### config.mk
export PLATFORM = sky130hd
export DESIGN_NAME = inv_sub_bytes_seq
export DESIGN_NICKNAME = d
export VERILOG_FILES = /design/src/rtl/aes_pkg.sv /design/src/rtl/inv_sbox.sv /design/src/rtl/inv_sub_bytes_seq.sv
export SDC_FILE = /design/constraint.sdc
export NUM_CORES = 1
export LEC_CHECK = 0
export ABC_AREA = 1
export CORE_MARGIN = 1.5
export CORE_UTILIZATION = 35
export DETAILED_ROUTE_END_ITERATION = 8
export SLEW_MARGIN = 10
export SYNTH_ARGS = -nofsm -noshare
export SYNTH_HDL_FRONTEND = slang
export SYNTH_SLANG_ARGS = --single-unit
### constraint.sdc
create_clock -name clk -period 3.4 [get_ports clk]
set_input_delay 1.02 -clock clk [delete_from_list [all_inputs] [get_ports clk]]
set_output_delay 1.02 -clock clk [all_outputs]
set_load 0.1 [all_outputs]
### src/rtl/aes_pkg.sv
`default_nettype none
// ============================================================================
// Module   : aes_pkg
// Brief    : Shared AES decryption constants: inverse S-box table, FSM state
//            encoding for the sequential inverse SubBytes stage, byte geometry.
// Revision : 1.0 - initial release
// ============================================================================
package aes_pkg;

  // Byte geometry of one 128-bit AES state
  localparam int STATE_BYTES = 16;
  localparam int BYTE_W      = 8;
  localparam int STATE_W     = STATE_BYTES * BYTE_W;

  // Sequencer states of the inverse SubBytes stage
  typedef enum logic [1:0] {
    ST_IDLE = 2'd0,
    ST_RUN  = 2'd1,
    ST_DONE = 2'd2
  } isb_state_e;

  // FIPS-197 inverse S-box, indexed by the input byte
  localparam logic [7:0] INV_SBOX [256] = '{
    8'h52, 8'h09, 8'h6a, 8'hd5, 8'h30, 8'h36, 8'ha5, 8'h38, 8'hbf, 8'h40, 8'ha3, 8'h9e, 8'h81, 8'hf3, 8'hd7, 8'hfb,
    8'h7c, 8'he3, 8'h39, 8'h82, 8'h9b, 8'h2f, 8'hff, 8'h87, 8'h34, 8'h8e, 8'h43, 8'h44, 8'hc4, 8'hde, 8'he9, 8'hcb,
    8'h54, 8'h7b, 8'h94, 8'h32, 8'ha6, 8'hc2, 8'h23, 8'h3d, 8'hee, 8'h4c, 8'h95, 8'h0b, 8'h42, 8'hfa, 8'hc3, 8'h4e,
    8'h08, 8'h2e, 8'ha1, 8'h66, 8'h28, 8'hd9, 8'h24, 8'hb2, 8'h76, 8'h5b, 8'ha2, 8'h49, 8'h6d, 8'h8b, 8'hd1, 8'h25,
    8'h72, 8'hf8, 8'hf6, 8'h64, 8'h86, 8'h68, 8'h98, 8'h16, 8'hd4, 8'ha4, 8'h5c, 8'hcc, 8'h5d, 8'h65, 8'hb6, 8'h92,
    8'h6c, 8'h70, 8'h48, 8'h50, 8'hfd, 8'hed, 8'hb9, 8'hda, 8'h5e, 8'h15, 8'h46, 8'h57, 8'ha7, 8'h8d, 8'h9d, 8'h84,
    8'h90, 8'hd8, 8'hab, 8'h00, 8'h8c, 8'hbc, 8'hd3, 8'h0a, 8'hf7, 8'he4, 8'h58, 8'h05, 8'hb8, 8'hb3, 8'h45, 8'h06,
    8'hd0, 8'h2c, 8'h1e, 8'h8f, 8'hca, 8'h3f, 8'h0f, 8'h02, 8'hc1, 8'haf, 8'hbd, 8'h03, 8'h01, 8'h13, 8'h8a, 8'h6b,
    8'h3a, 8'h91, 8'h11, 8'h41, 8'h4f, 8'h67, 8'hdc, 8'hea, 8'h97, 8'hf2, 8'hcf, 8'hce, 8'hf0, 8'hb4, 8'he6, 8'h73,
    8'h96, 8'hac, 8'h74, 8'h22, 8'he7, 8'had, 8'h35, 8'h85, 8'he2, 8'hf9, 8'h37, 8'he8, 8'h1c, 8'h75, 8'hdf, 8'h6e,
    8'h47, 8'hf1, 8'h1a, 8'h71, 8'h1d, 8'h29, 8'hc5, 8'h89, 8'h6f, 8'hb7, 8'h62, 8'h0e, 8'haa, 8'h18, 8'hbe, 8'h1b,
    8'hfc, 8'h56, 8'h3e, 8'h4b, 8'hc6, 8'hd2, 8'h79, 8'h20, 8'h9a, 8'hdb, 8'hc0, 8'hfe, 8'h78, 8'hcd, 8'h5a, 8'hf4,
    8'h1f, 8'hdd, 8'ha8, 8'h33, 8'h88, 8'h07, 8'hc7, 8'h31, 8'hb1, 8'h12, 8'h10, 8'h59, 8'h27, 8'h80, 8'hec, 8'h5f,
    8'h60, 8'h51, 8'h7f, 8'ha9, 8'h19, 8'hb5, 8'h4a, 8'h0d, 8'h2d, 8'he5, 8'h7a, 8'h9f, 8'h93, 8'hc9, 8'h9c, 8'hef,
    8'ha0, 8'he0, 8'h3b, 8'h4d, 8'hae, 8'h2a, 8'hf5, 8'hb0, 8'hc8, 8'heb, 8'hbb, 8'h3c, 8'h83, 8'h53, 8'h99, 8'h61,
    8'h17, 8'h2b, 8'h04, 8'h7e, 8'hba, 8'h77, 8'hd6, 8'h26, 8'he1, 8'h69, 8'h14, 8'h63, 8'h55, 8'h21, 8'h0c, 8'h7d
  };

endpackage : aes_pkg
`default_nettype wire

### src/rtl/inv_sbox.sv
`default_nettype none
// ============================================================================
// Module   : inv_sbox
// Brief    : Single-byte combinational AES inverse S-box lookup.
// Revision : 1.0 - initial release
// ============================================================================
module inv_sbox
  import aes_pkg::*;
(
  input  logic [7:0] in_byte,
  output logic [7:0] out_byte
);

  // Direct table lookup; synthesis maps the constant array to logic
  assign out_byte = INV_SBOX[in_byte];

endmodule : inv_sbox
`default_nettype wire

### src/rtl/inv_sub_bytes_seq.sv
`default_nettype none
// ============================================================================
// Module   : inv_sub_bytes_seq
// Brief    : Sequential AES inverse SubBytes. Accepts one 128-bit state,
//            substitutes LANES bytes per cycle through a small bank of shared
//            inverse S-boxes, then holds the result under valid/ready.
// Revision : 1.0 - initial release
// ============================================================================
module inv_sub_bytes_seq
  import aes_pkg::*;
#(
  parameter int LANES = 4
) (
  input  logic         clk,
  input  logic         rst_n,
  input  logic         in_valid,
  output logic         in_ready,
  input  logic [127:0] state_in,
  output logic         out_valid,
  input  logic         out_ready,
  output logic [127:0] state_out,
  output logic         busy
);

  localparam int STEPS = STATE_BYTES / LANES;
  localparam int CNT_W = (STEPS > 1) ? $clog2(STEPS) : 1;
  localparam logic [CNT_W-1:0] CNT_LAST = CNT_W'(STEPS - 1);

  // Only divisors of 16 that are powers of two give an even byte walk
  if (!(LANES == 1 || LANES == 2 || LANES == 4 || LANES == 8 || LANES == 16)) begin : g_bad_lanes
    $error("inv_sub_bytes_seq: LANES must be 1, 2, 4, 8 or 16");
  end

  isb_state_e         state;
  isb_state_e         state_nxt;
  logic [STATE_W-1:0] work;
  logic [STATE_W-1:0] work_sub;
  logic [CNT_W-1:0]   cnt;
  logic               load;
  logic               sub_en;
  logic               cnt_last;

  logic [3:0] byte_idx [LANES];
  logic [7:0] lane_in  [LANES];
  logic [7:0] lane_out [LANES];

  assign cnt_last = (cnt == CNT_LAST);

  // One shared S-box per lane; lane i serves byte cnt*LANES+i this step
  for (genvar i = 0; i < LANES; i++) begin : g_lane
    assign byte_idx[i] = 4'(int'(cnt) * LANES + i);
    assign lane_in[i]  = work[{byte_idx[i], 3'b000} +: 8];

    inv_sbox u_inv_sbox (
      .in_byte  (lane_in[i]),
      .out_byte (lane_out[i])
    );
  end

  // Write the substituted lane bytes back over the current slice of work
  always_comb begin
    work_sub = work;
    for (int i = 0; i < LANES; i++) begin
      work_sub[{byte_idx[i], 3'b000} +: 8] = lane_out[i];
    end
  end

  // Next-state and handshake decode; in_ready never looks at in_valid
  always_comb begin
    state_nxt = state;
    in_ready  = 1'b0;
    out_valid = 1'b0;
    load      = 1'b0;
    sub_en    = 1'b0;
    case (state)
      ST_IDLE: begin
        in_ready = 1'b1;
        if (in_valid) begin
          load      = 1'b1;
          state_nxt = ST_RUN;
        end
      end
      ST_RUN: begin
        sub_en = 1'b1;
        if (cnt_last) begin
          state_nxt = ST_DONE;
        end
      end
      ST_DONE: begin
        out_valid = 1'b1;
        if (out_ready) begin
          in_ready = 1'b1;
          if (in_valid) begin
            load      = 1'b1;
            state_nxt = ST_RUN;
          end else begin
            state_nxt = ST_IDLE;
          end
        end
      end
      default: begin
        state_nxt = ST_IDLE;
      end
    endcase
  end

  // FSM state register
  always_ff @(posedge clk or negedge rst_n) begin
    if (!rst_n) begin
      state <= ST_IDLE;
    end else begin
      state <= state_nxt;
    end
  end

  // Working state and step counter; a new load always wins over stepping
  always_ff @(posedge clk or negedge rst_n) begin
    if (!rst_n) begin
      work <= '0;
      cnt  <= '0;
    end else if (load) begin
      work <= state_in;
      cnt  <= '0;
    end else if (sub_en) begin
      work <= work_sub;
      cnt  <= cnt + 1'b1;
    end
  end

  assign state_out = work;
  assign busy      = (state != ST_IDLE);

endmodule : inv_sub_bytes_seq
`default_nettype wire
# Yosys cells after proc, flatten, opt, wreduce, memory -nomap -nowiden
# Memories as Yosys holds them, arrays and structs flattened.
# Index checks and enable logic that the tools add are counted.
[op_classes] shift=12 n_reduce_logical=4 bitwise_logic=4 n_eq_ne=6 mux=28 n_addsub=8 magnitude_cmp=4
[ops] op="$bwmux 128" n=4
[ops] op="$shift 8x9->128 const A" n=4
[ops] op="$shiftx 128x8->8" n=4
[ops] op="$shiftx 8x9->128" n=4
[ops] op="$mux 128" n=2
[ops] op="$mux 8" n=8
[ops] op="$ge 9x9->1 const B" n=4
[ops] op="$neg 7->9" n=4
[ops] op="$not 8->9" n=4
[ops] op="$mux 2" n=5
[ops] op="$add 4x2->4 const B" n=2
[ops] op="$mux 1" n=6
[ops] op="$ne 2x2->1 const B" n=3
[ops] op="$pmux 2 s3" n=1
[ops] op="$add 4x1->4 const B" n=1
[ops] op="$eq 2x2->1 const B" n=2
[ops] op="$pmux 1 s2" n=2
[ops] op="$reduce_bool 2->1" n=2
[ops] op="$reduce_and 3->1" n=1
[ops] op="$add 2x1->2 const B" n=1
[ops] op="$eq 2x1->1 const B" n=1
[ops] op="$logic_not 2->1" n=1
[totals] rom_bits=8192 register_bits=132 wordCells=73 out_inout_bits=131 input_bits=132 n_memories=4
[memory_table] memory="(no name shown)" depth=256 word_bits=8 read_ports=1 rd_clocked_by_memory_dff=0 wr=0 line_no="inv_sbox.sv:15" source="assign out_byte = INV_SBOX[in_byte];"
[memory_table] memory="(no name shown)" depth=256 word_bits=8 read_ports=1 rd_clocked_by_memory_dff=0 wr=0 line_no="inv_sbox.sv:15"
[memory_table] memory="(no name shown)" depth=256 word_bits=8 read_ports=1 rd_clocked_by_memory_dff=0 wr=0 line_no="inv_sbox.sv:15"
[memory_table] memory="(no name shown)" depth=256 word_bits=8 read_ports=1 rd_clocked_by_memory_dff=0 wr=0 line_no="inv_sbox.sv:15"

# Logic depth before layout (Yosys ltp)
# Gate-level depths: netlist of the first run.
[logic_depth] word_depth=12 ltp_mapped=21 mapped_depth_nobuf=20

# Cells and area by module
# A second synthesis of the first run with hierarchy kept.
[unflattened] cells_unflattened=3736 area_unflattened_um2=20544.7
[modules_own_cells] module="inv_sub_bytes_seq" seq_area_each_um2=3303.2 n_inst=1 cells_per_inst=1240 area_each_um2=8262.9
[modules_own_cells] module="inv_sbox (g_lane[2].u_inv_sbox ...)" seq_area_each_um2=0.0 n_inst=2 cells_per_inst=633 area_each_um2=3106.7
[modules_own_cells] module="inv_sbox (g_lane[0].u_inv_sbox ...)" seq_area_each_um2=0.0 n_inst=2 cells_per_inst=615 area_each_um2=3034.2

# Least setup slack after synthesis of the first run
# No wires, ideal clock.
[synth_path] path_type="input to register" start="input port out_ready" end="register work[66] (netlist: state_out[66])" t_required_ns=3.330 path_buffers=3 stages=9 arrival_time_ns=4.060 path_slack_ns=-0.729 setup_ns=0.070 cell_sequence="inv_1 -> a21oi_1 -> nand2_1 -> inv_1 -> clkbuf_1 -> clkbuf_1 -> clkbuf_1 -> nand2_1 -> nand3_1"
[synth_between] elab_chain_cells=3 word_cells_on_any_way=4 classes_between="mux: 3; reduce/logical: 1"
[synth_rtl] element="start: declaration" line_no="inv_sub_bytes_seq.sv:20" source="input logic out_ready,"
[synth_rtl] element="$mux 1 (*)" line_no="inv_sub_bytes_seq.sv:91" source="if (out_ready) begin"
[synth_rtl] element="$pmux 1 s2 (*)" line_no="inv_sub_bytes_seq.sv:75" source="case (state)"
[synth_rtl] element="$mux 128 / $reduce_bool 2->1 (equally long branches)"
[synth_rtl] element="end signal: assignment" line_no="inv_sub_bytes_seq.sv:122" source="work <= state_in;"
[synth_rtl] element="end signal: assignment" line_no="inv_sub_bytes_seq.sv:125" source="work <= work_sub;"
[synth_rtl] element="end: declaration" line_no="inv_sub_bytes_seq.sv:36" source="logic [STATE_W-1:0] work;"
# Every way passes the cells marked *; elsewhere a longest branch is shown, timed or not.
# A chain may end at the register's enable or synchronous reset.

# Worst setup path after layout of the first run
[layout_path] start="register cnt[1]" end="register work[74] (netlist: state_out[74])"
[layout_between] elab_chain_cells=12 word_cells_on_any_way=41 classes_between="add/sub: 7; shift: 12; mux: 14; bitwise: 4; memory: 4"
[layout_rtl] element="start: declaration" line_no="inv_sub_bytes_seq.sv:38" source="logic [CNT_W-1:0] cnt;"
[layout_rtl] element="start signal: assignment" line_no="inv_sub_bytes_seq.sv:126" source="cnt <= cnt + 1'b1;"
[layout_rtl] element="$add 4x1->4 / $shiftx 128x8->8 (equally long branches)" line_no="inv_sub_bytes_seq.sv:51, inv_sub_bytes_seq.sv:52"
[layout_rtl] element="$shiftx 128x8->8 / $not 8->9 (equally long branches)" line_no="inv_sub_bytes_seq.sv:52, inv_sbox.sv:15"
[layout_rtl] element="$not 8->9 (not written as such) / $mem_v2 256x8 (equally long branches)"
[layout_rtl] element="$mem_v2 256x8 / $mux 8 (equally long branches)"
[layout_rtl] element="$mux 8 (not written as such)" line_no="inv_sbox.sv:15"
[layout_rtl] element="$mux 8 (not written as such) / $shiftx 8x9->128 (equally long branches)" line_no="inv_sbox.sv:15, inv_sub_bytes_seq.sv:64"
[layout_rtl] element="$shiftx 8x9->128 / $bwmux 128 (equally long branches)" line_no="inv_sub_bytes_seq.sv:64" source="work_sub[{byte_idx[i], 3'b000} +: 8] = lane_out[i];"
[layout_rtl] element="$bwmux 128 (2 in series)" line_no="inv_sub_bytes_seq.sv:64"
[layout_rtl] element="$bwmux 128 (*)" line_no="inv_sub_bytes_seq.sv:64"
[layout_rtl] element="$mux 128 (*)" line_no="inv_sub_bytes_seq.sv:124" source="end else if (sub_en) begin"
[layout_rtl] element="$mux 128 (*)" line_no="inv_sub_bytes_seq.sv:121" source="end else if (load) begin"
# Every way passes the cells marked *; elsewhere a longest branch is shown, timed or not. The select of a mux whose other input is x is not followed.

==> metrics.txt, run 1 <==
crit path kind=reg -> reg; I/O Pins=263; row count=87; R2R Setup Slk=0.07 ns; cts bufs inserted=17; CTS Hold Bufs=0; most frequent cells in the layout=nand2_1 (1271), nand3_1 (808), buf_4 (348), inv_1 (328), o21ai_0 (177); flops & latches, synth=132; largest net degree at the start of global routing=60; synthesized area=20200 um^2; Die ar.=about 60000 um^2; initial antenna violation count=8; CP required=3.76 ns; DRT Wirelength=119000 um; RSZ-0062 raised after global routing=yes; yosys warns=0; Tot GR Track Use=0.392; Setup violations, final=0; Syn Nets=3890; Tcrit/Tclk final=0.981; max_cap viols=0; DRT Pass-1 Iters=8; initial core utilization=0.356; R2R Path End=state_out[74]$_DFFE_PN0P_; Final Cell Area=25100 um^2; GPL Wtd Cong=1.04; fin nets=4188; clock-pin slew on the worst setup and hold paths=0.06 ns; DR vias=28243; post-synthesis sequential area ratio=0.164; Area growth syn-to-layout=24.2%; Setup Skew=0.00869 ns; RR Startpoint=cnt[1]$_DFFE_PN0P_; Tmin final=3.33 ns; first-pass GRT wire length=between 150000 and 200000 um; DR vias/cell=~6; Clock Path Buffers=2; relative slew slack=0.308; Worst R2R Path Depth=17; Slew Limit Fails=0; post-synthesis cell type count=35; Post-Place Worst Slack=-0.117 ns; antenna viol nets, final=0; most common cell after layout, fill and taps aside=nand2_1; cell count after synthesis=between 3000 and 4000; Worst Setup Start Kind=flip-flop; Final HPWL DP=91500 um; vias in the first global route=26788; TritonCTS Sinks=132; Min Hold Slack=0.503 ns; Die X-Extent=243 um; crit-path max FO=13; Worst Slack Setup Final=0.0656 ns; placed cell areas=24400 um^2; status=finished clean; Die Ht=about 240 um; Slew @ Worst Pin=1.03 ns; Synth Area per Inst=5.48 um^2; Final Hold Vio Count=0; DRT iter0 DRCs=roughly 3600; Root Driver=clkbuf_16; share of cells above drive strength 1=0.134; Tightest Hold Check Type=in -> async; Crit path arrival time=3.69 ns; Core Box Area=~57000 um^2; TritonCTS clock tree=done; total grt overflow=0; H-tree Lvls=4; drc violations=0; worst skew pair latency=around 0.47 ns; WL/cell=around 25 um; critical path capture point type=flip-flop; Fmax=roughly 300 MHz; Setup TNS=0 ns; port bufs=262
[what timing repair did]
action	CTS	global route
resized for setup	0	16
endpoints found under the setup margin	0	81
setup buffers	0	0
[cell families (layout without fill, tap and decap cells)]
kind of cell             Yosys count  after routing  synth area share
flip-flops                       132            132             0.164
AND/OR/NAND/NOR                 2477           2477             0.541
other                              0              4                 0
AO/OA/AOI/OAI                    417            417             0.120
adder cells (fa/ha/maj)           72             72            0.0446
buffers and inverters            588            899             0.131
[per-stage QoR]
stage	util	cells
2_1_floorplan	-	3686
3_3_place_gp	0.430	4721
3_5_place_dp	0.430	4721
4_1_cts	0.441	4753
5_1_grt	0.442	4756
6_report	0.442	4757
[layout make-up]
cell class / instances / area [um^2]
Inverter: 359 / 1360
Timing Repair Buffer: 508 / 4510
Antenna cell: 4 / 10.0
Clock inverter: 14 / 185
Fill cell: 6314 / 31600
Tap cell: 756 / 946
Sequential cell: 132 / 3310
Clock buffer: 18 / 429
Multi-Input combinational cell: 2966 / 14300
[registers in the layout, summed over array words and instances, names as in the netlist]
signal / flops
cnt: 2
state_out: 128
state: 2
[worst max-delay path by stage]
stage	depth (start not counted)	slack, ns	startpoint	end
finish	17	0.07	cnt[1]$_DFFE_PN0P_	state_out[74]$_DFFE_PN0P_
global route	19	-0.05	cnt[1]$_DFFE_PN0P_	state_out[111]$_DFFE_PN0P_
CTS	17	0.11	cnt[0]$_DFFE_PN0P_	state_out[61]$_DFFE_PN0P_
detailed placement	9	-0.12	out_ready	state_out[7]$_DFFE_PN0P_
global placement	9	-0.04	out_ready	state_out[5]$_DFFE_PN0P_
floorplan	9	0.33	out_ready	state_out[66]$_DFFE_PN0P_
[synth_stat cells]
library cell	instances	area, um^2
a31oi_1	13	81.3
a21oi_1	104	521
buf_6	24	270
a22oi_1	5	37.5
o21ai_0	179	896
o211ai_1	39	293
nand2_1	1281	4810
o31ai_1	1	7.51
o22ai_1	6	37.5
buf_1	19	71.3
nor3_1	5	25.0
nor2_2	11	68.8
inv_2	27	101
ha_1	72	901
nand3b_1	5	37.5
buf_2	88	440
o21bai_1	4	30.0
a32oi_2	6	97.6
a22o_1	32	280
nor2_4	3	33.8
nand2_2	35	219
nand4_1	129	807
clkbuf_1	59	221
o21ai_1	26	130
or2_1	3	18.8
nand2_4	2	22.5
nor2_1	177	664
a21oi_2	2	17.5
buf_4	39	293
or2_2	1	6.26
dfrtp_1	132	3300
clkinv_1	2	7.51
inv_1	330	1240
nand3_2	16	160
nand3_1	809	4050
[worst max-delay path, stage by stage (launching register included)]
cell     delay, ns
dfrtp_2       0.43
inv_2         0.28
buf_4         0.27
buf_4         0.16
nand3_1       0.10
nand2_2       0.20
inv_2         0.06
ha_1          0.21
inv_1         0.12
nand2_1       0.15
inv_1         0.19
nand2_1       0.20
nand3_1       0.14
nand3_1       0.12
nand3_1       0.09
nand3_1       0.23
nand4_1       0.19
nand2_1       0.06
[routing by layer]
metal  share of wire  wire, um  GRT usage  vias to the layer above
met1            0.40     47800      0.514                    13112
met3            0.11     13400     0.0928                      366
met2            0.43     51500      0.593                     1952
met5         0.00034        40          0                        -
li1                -         -          -                    12807
met4           0.054      6500      0.208                        6
Power of run 1 is left out: the tool's default activity adds up to more than one toggle a clock period on the data nets, which glitch-free logic cannot reach.
==> run 2, diff against run 1 <==
--- a/config.mk
+++ b/config.mk
@@ -6,9 +6,12 @@
 export NUM_CORES = 1
 export LEC_CHECK = 0
 export ABC_AREA = 1
+export CELL_PAD_IN_SITES_DETAIL_PLACEMENT = 0
+export CELL_PAD_IN_SITES_GLOBAL_PLACEMENT = 1
 export CORE_MARGIN = 1.5
 export CORE_UTILIZATION = 35
 export DETAILED_ROUTE_END_ITERATION = 8
+export PLACE_DENSITY_LB_ADDON = 0.1
 export SLEW_MARGIN = 10
 export SYNTH_ARGS = -nofsm -noshare
 export SYNTH_HDL_FRONTEND = slang
==> metrics.txt, run 2 (same netlist as run 1, synthesis figures left out) <==
TritonCTS Sinks=132 (unchanged); critical path capture point type=flip-flop; Die Ht=243 um (unchanged); relative slew slack=0.448 (+0.140); Setup Skew=0.0179 ns (+0.00918 ns); CTS Hold Bufs=0 (unchanged); Slew Limit Fails=0 (unchanged); CP max stage delay=0.51 ns (+0.08 ns); fin nets=4144 (-1.1%); DR vias/cell=6.12 (+3.1%); WL/cell=25.1 um (about the same); Worst Setup Start Kind=flip-flop; Tmin final=3.27 ns (-0.0656 ns); Clock Path Buffers=2 (unchanged); port bufs=262 (unchanged); Final Hold Vio Count=0 (unchanged); Largest register FFs=128 (unchanged); DRT Pass-1 Iters=7 (-1); Area growth syn-to-layout=22.5%; largest net degree at the start of global routing=80 (+33%); Crit path arrival time=3.64 ns (-0.05 ns); most frequent cells in the layout=nand2_1 (1274), nand3_1 (807), inv_1 (325), buf_4 (305), o21ai_0 (175); fill count=6188 (-2.0%); vias in the first global route=26937 (+0.56%); Slew @ Worst Pin=0.822 ns (-0.210 ns); Die ar.=59200 um^2 (unchanged); total grt overflow=0 (unchanged); initial antenna violation count=5 (-3); Worst R2R Path Depth=17 (unchanged); status=finished clean; Root Driver=clkbuf_16; Inst Count DP=4671 (-1.1%); Tcrit/Tclk final=0.961 (-0.0193); Most common cell on crit path=nand3_1; Fmax=306 MHz (+2.0%); cts bufs inserted=17 (unchanged); clock-pin slew on the worst setup and hold paths=0.07 ns (about the same); Final Core Density=0.436 (-0.00609); Core Box Area=56700 um^2 (unchanged); antenna viol nets, final=0 (unchanged); H-tree Lvls=4 (unchanged); first-pass GRT wire length=174000 um (-1.0%); Tightest Hold Check Type=in -> async; Setup violations, final=0 (unchanged); drc violations=0 (unchanged); CP required=3.77 ns (about the same); DR vias=28831 (+2.1%); max_cap viols=0 (unchanged); TritonCTS clock tree=done; worst skew pair latency=0.48 ns (about the same); slowest CP cell=dfrtp_4; I/O Pins=263 (unchanged); worst path cell trace=clkinv_8 -> buf_12 -> nand2_1 -> nand3_1 -> nand2_2 -> inv_2 -> ha_1 -> inv_1 -> nand2_2 -> nor2_4 -> inv_1 -> nand3_1 -> nand3_1 -> nand3_1 -> nand3_1 -> nand4_1 -> nand2_1; Layout Cells excl Fill=4712 (-0.95%); row count=87 (unchanged); GPL Wtd Cong=1.11 (+5.9%); Die X-Extent=243 um (unchanged); most common cell after layout, fill and taps aside=nand2_1; crit path kind=reg -> reg; DRT Wirelength=118000 um (-1.0%); Final HPWL DP=90200 um (-1.3%); Tot GR Track Use=0.386 (-0.00629); DRT iter0 DRCs=4672 (+29%); initial core utilization=0.356 (unchanged); share of cells above drive strength 1=0.125 (-0.00863); crit-path max FO=21 (+8)
[run 2: cell types whose count changed in the layout (fill, tap and decap cells not counted), sizes merged, moves of 2 or more]
cell and delta:
buf -45, clkbuf +2, clkinv -2, inv +3
[run 2: worst paths after layout]
check	from	end	slack, ns
setup / recovery	cnt[0]$_DFFE_PN0P_	state_out[72]$_DFFE_PN0P_	0.13
hold / removal	rst_n	state_out[114]$_DFFE_PN0P_	0.54
setup reg to reg	cnt[0]$_DFFE_PN0P_	state_out[72]$_DFFE_PN0P_	0.13
hold reg to reg	state_out[6]$_DFFE_PN0P_	state_out[6]$_DFFE_PN0P_	0.56
max in group asynchronous	rst_n	state_out[65]$_DFFE_PN0P_	1.95
min in group clk	state_out[6]$_DFFE_PN0P_	state_out[6]$_DFFE_PN0P_	0.56
[run 2: layout make-up]
class,instances,area [um^2],area share
clock buffer,19,433,0.0175
inverter,359,1370,0.0552
tap,756,946,0.0382
sequential,132,3310,0.134
timing repair buffer,464,4160,0.168
multi-input combinational,2966,14300,0.580
clock inverter,13,174,0.00703
antenna,3,7.51,0.000303
[run 2: metal layers]
metal | track usage | vias up | wire, um
met4 | 0.195 | 6 | 6720
li1 | - | 12731 | -
met1 | 0.504 | 13258 | 45700
met3 | 0.104 | 494 | 15500
met5 | 0 | - | 44
met2 | 0.581 | 2342 | 50100
[run 2: critical path, delay by kind of cell (launching register included)]
family	cells	cell delay, ns
flops	1	0.51
buf+inv	5	0.73
simple gates	11	1.60
fa+ha+maj	1	0.29
[run 2: repair_timing]
| item | 4_1_cts | 5_1_grt |
|---|---|---|
| gates resized for setup | 1 | 28 |
| setup buffers | 0 | 5 |
| cloned | 0 | 1 |
| pin swaps | 0 | 0 |
| setup endpoints to repair | 1 | 68 |
[run 2: through the flow]
| stage | worst slack (ns) | hold slack (ns) | TNS [ns] | area [um^2] |
|---|---|---|---|---|
| 3_3_place_gp | -0.0501 | 0.539 | -0.0501 | 24000 |
| 6_report | 0.131 | 0.543 | 0 | 24700 |
| 2_1_floorplan | 0.326 | 0.671 | 0 | 20200 |
| 5_1_grt | -0.00166 | 0.555 | -0.00166 | 24700 |
| 4_1_cts | 0.0466 | 0.544 | 0 | 24600 |
| 3_5_place_dp | 0.00488 | 0.541 | 0 | 24000 |
Power of run 2 is left out for the same reason.
